<file path="src/rtl/cdc_hs_pkg.sv">
// Shared types and constants for the req/ack CDC handshake pair.
// Used by both the receiver and the matching transmitter.
package cdc_hs_pkg;

  typedef logic [1:0] state_t;

  localparam state_t IDLE = 2'b00;
  localparam state_t HOLD = 2'b01;
  localparam state_t ACK  = 2'b10;

  localparam int MIN_SYNC  = 2;
  localparam int DEF_WIDTH = 8;

endpackage

</file>
<file path="src/rtl/sync_nff.sv">
// N-stage single-bit level synchronizer.
// Async active-low reset clears every stage to 0.
module sync_nff
  import cdc_hs_pkg::*;
#(
  parameter int N = MIN_SYNC
) (
  input  logic clk,
  input  logic rst_n,
  input  logic d_i,
  output logic q_o
);

  if (N < MIN_SYNC) begin : g_bad_depth
    $error("sync_nff: N must be >= 2");
  end

  logic [N-1:0] sync_q;

  always_ff @(posedge clk or negedge rst_n) begin
    if (!rst_n) begin
      sync_q <= '0;
    end else begin
      sync_q <= {sync_q[N-2:0], d_i};
    end
  end

  assign q_o = sync_q[N-1];

endmodule

</file>
<file path="src/rtl/cdc_hs_rx.sv">
// Destination end of a 4-phase req/ack CDC handshake.
// Optional sticky protocol-error flag: define CDC_HS_RX_ERR_EN.
module cdc_hs_rx
  import cdc_hs_pkg::*;
#(
  parameter int WIDTH       = DEF_WIDTH,
  parameter int SYNC_STAGES = 2
) (
  input  logic             clk,
  input  logic             rst,
  input  logic             req_async,
  input  logic [WIDTH-1:0] data_async,
  output logic [WIDTH-1:0] dout,
  output logic             dout_valid,
  input  logic             dout_ready,
  output logic             ack
`ifdef CDC_HS_RX_ERR_EN
  ,
  output logic             err
`endif
);

  if (SYNC_STAGES < MIN_SYNC) begin : g_bad_sync
    $error("cdc_hs_rx: SYNC_STAGES must be >= 2");
  end

  logic             req_s;
  state_t           state_q, state_d;
  logic [WIDTH-1:0] dout_q, dout_d;

  sync_nff #(
    .N(SYNC_STAGES)
  ) u_req_sync (
    .clk  (clk),
    .rst_n(rst),
    .d_i  (req_async),
    .q_o  (req_s)
  );

  // data_async is only sampled once req_s proves the source holds it.
  always_comb begin
    state_d = state_q;
    dout_d  = dout_q;
    unique case (1'b1)
      (state_q == IDLE): begin
        if (req_s) begin
          dout_d  = data_async;
          state_d = HOLD;
        end
      end
      (state_q == HOLD): begin
        if (dout_ready) state_d = ACK;
      end
      (state_q == ACK): begin
        if (!req_s) state_d = IDLE;
      end
      default: state_d = IDLE;
    endcase
  end

  always_ff @(posedge clk or negedge rst) begin
    if (!rst) begin
      state_q <= IDLE;
      dout_q  <= '0;
    end else begin
      state_q <= state_d;
      dout_q  <= dout_d;
    end
  end

  // One-hot-ish encoding lets valid and ack come straight off state bits.
  assign dout       = dout_q;
  assign dout_valid = state_q[0];
  assign ack        = state_q[1];

`ifdef CDC_HS_RX_ERR_EN
  logic err_q, err_d;

  always_comb begin
    err_d = err_q | ((state_q == HOLD) & ~req_s);
  end

  always_ff @(posedge clk or negedge rst) begin
    if (!rst) begin
      err_q <= 1'b0;
    end else begin
      err_q <= err_d;
    end
  end

  assign err = err_q;
`endif

endmodule
</file>
<file path="config.mk">
export PLATFORM = sky130hd
export DESIGN_NAME = cdc_hs_rx
export DESIGN_NICKNAME = d
export VERILOG_FILES = /design/src/rtl/cdc_hs_pkg.sv /design/src/rtl/sync_nff.sv /design/src/rtl/cdc_hs_rx.sv
export SDC_FILE = /design/constraint.sdc
export NUM_CORES = 1
export LEC_CHECK = 0
export ABC_AREA = 1
export CAP_MARGIN = 30
export CORE_MARGIN = 2
export CORE_UTILIZATION = 35
export CTS_CLUSTER_SIZE = 10
export DETAILED_ROUTE_END_ITERATION = 12
export PLACE_DENSITY = 0.73
export RECOVER_POWER = 100
export SKIP_LAST_GASP = 1
export SLEW_MARGIN = 20
export SYNTH_ARGS = -nofsm -noshare
export SYNTH_HDL_FRONTEND = slang
export SYNTH_SLANG_ARGS = --single-unit
</file>
<file path="constraint.sdc">
create_clock -name clk -period 1.5 [get_ports clk]
set_clock_uncertainty 0.05 [all_clocks]
set_input_delay 0.45 -clock clk [delete_from_list [all_inputs] [get_ports clk]]
set_output_delay 0.45 -clock clk [all_outputs]
set_load 0.01 [all_outputs]
</file>
==> metrics.txt <==
initial antenna violation count 0; WL final 977 um; PortBufs 21; Vias 392; CP max FO 2; final non-filler cell total 87; Post-synth top cells nand2_1, dfrtp_1, nand3_1; Post-CTS Setup Bufs 0; Initial Util 36.5%; clock-pin slew on the worst setup and hold paths ~0.070 ns; drt initial violations 9; number of H-tree levels 1; root buf cell clkbuf_4; RSZ-0062 raised after global routing no; fraction of registers with async set/reset between 90% and 100%; syn_area_per_cell ~9.9 sq um; Sink Count 12; area leader, netlist dfrtp_1; final worst-path cycle share 94.8%; sequential area share after synthesis 65.8%; Layout Area Growth over Synthesis 52.9%; Power Dens Cells 1780 nW/um^2; Syn Inst Count 46; CTS Hold Buffers Added 0; Area contributors post-synth dfrtp_1, nand2_1, nand3_1, nand2_4, nor2_4; fin worst setup slack between 0.07 and 0.08 ns; Vias/cell ~4.5; first-pass GRT wire length roughly 1.4 mm; Initial DRT Pass Iterations 4; Slew Viols, Final 0; Clk Latency, worst-skew pair roughly 0.26 ns; top-area cell type share of the netlist area around 66%; drt wl/cell between 10 and 15 um; Final Setup Violations 0; TritonCTS clock tree built; final-layout fill cell count 113; CP Cell Sequence dlygate4sd2_1; run status finished, final reports clean; CTS Buffer Depth 2; row count 13; Setup CP Type flip-flop to output port; Post-DP HPWL 712 um; YS warnings 0; GRT met1 Usage a little under a fifth; family with the most delay on the worst path flip-flops; Core Footprint ~1300 sq um; Resized cells post-CTS 10; M3 GR Usage 5.00%; Synth Register Bits 12; Hold Vio Cnt, Final 0; GR met2 Demand/Resource around 20%; crit-path max cell delay between 0.3 and 0.4 ns; worst-margin pin slew ~0.65 ns; synthesized cell area ~460 sq um; Worst slew margin ~56%; min Tclk post-route roughly 1.4 ns; vias in the first global route approximately 310; Critical Path Start Type flip-flop; Synth cell types 9; Diodes inserted 0; share of layout cells above drive strength 1 under 10%; VDD IR-drop max just under 700 uV; # placed instances 84; post-route setup TNS 0 ns; Worst Hold Class flip-flop to flip-flop; DRC 0; cell with the most instances after synthesis nand2_1; GPL Wtd Cong ~0.6; busiest grt layer met2; Crit. End Element output port; max cap viols 0; Die W between 40 and 50 um; CTS Buf Count 3; Buf+Inv Stages, Crit Path 1; die height around 40 um; CP Data Arrival Time approximately 0.92 ns; Slowest-stage cell, CP dfrtp_1; gr usage total roughly 14%; Post-DRT Antenna Nets 0; Synth Net Count slightly below 60; largest net degree at the start of global routing 13; dpl ws 0.130 ns; Die Area 1610 sq um; Ports 22; Max Clk Rate roughly 700 MHz; Leakage roughly 0.37 nW; Worst EP required 1.00 ns; Nets 86; total congestion overflow 0; Post-synth EDFFs 0; ys flop type dfrtp_1
==> layout by cell type, fill, tap and decap left out, drive strengths merged <==
cell type and instances:
nand2 20, clkbuf 6, nor2 2, inv 1, o21ai 1, dlygate4sd3 2, dfrtp 12, dlygate4sd2 10
clkdlybuf4s50 9, nand3 9
==> report_power, final <==
part	internal, W	switching [W]
registers	0.000454	0.0000612
logic	0.000238	0.000306
clock network	0.0000925	0.0000897
total	0.000785	0.000457
==> per-layer routing <==
layer  share of wire (%)  vias to the layer above  wire length, um
met5                   0                        -                0
met4                 1.0                        0               10
met3                 3.3                        2               32
met2                  50                        8              493
met1                  45                      181              440
li1                    -                      201                -
==> cell families (layout without fill, tap and decap cells) <==
kind of cell | count (synthesis) | in the layout | synth area share [%]
flip-flops | 12 | 12 | 65.8
buffers and inverters | 2 | 28 | 1.92
AO/OA/AOI/OAI | 1 | 1 | 1.09
AND/OR/NAND/NOR | 31 | 31 | 31.2
==> final timing paths <==
kind	start	endpoint	slack (ns)	cells past startpoint
setup / recovery	dout[3]$_DFFE_PN0P_	dout[3]	0.08	1
hold / removal	u_req_sync.sync_q[0]$_DFF_PN0_	u_req_sync.sync_q[1]$_DFF_PN0_	0.30	0
setup reg to reg	state_q[0]$_DFFE_PN0P_	dout[2]$_DFFE_PN0P_	0.14	5
hold reg to reg	u_req_sync.sync_q[0]$_DFF_PN0_	u_req_sync.sync_q[1]$_DFF_PN0_	0.30	0
max in group asynchronous	rst	u_req_sync.sync_q[0]$_DFF_PN0_	0.31	2
min in group asynchronous	rst	dout[6]$_DFFE_PN0P_	0.67	2
==> registers in the layout (all words and copies together), names as in the netlist <==
name and flops:
u_req_sync.sync_q 2, dout 8, state_q 2
==> cell type report <==
class / count / area, sq um / share of cell area [%]
sequential: 12 / 300 / 43.0
timing repair buffer: 24 / 210 / 30.1
multi-input combinational: 32 / 143 / 20.4
clock buffer: 3 / 22.5 / 3.23
tap: 15 / 18.8 / 2.69
inverter: 1 / 3.75 / 0.538
==> per-stage QoR <==
stage	hold slack, ns	total power, W	instance area (sq um)	util (%)
after floorplan	0.104	0.000818	457	-
after detailed placement	0.285	0.00121	703	56.1
final	0.298	0.00124	698	55.7
after global routing	0.308	0.00135	698	55.7
after global placement	0.283	0.00119	703	56.1
after CTS	0.300	0.00130	713	56.9
Power figures use the tool's default switching activity.
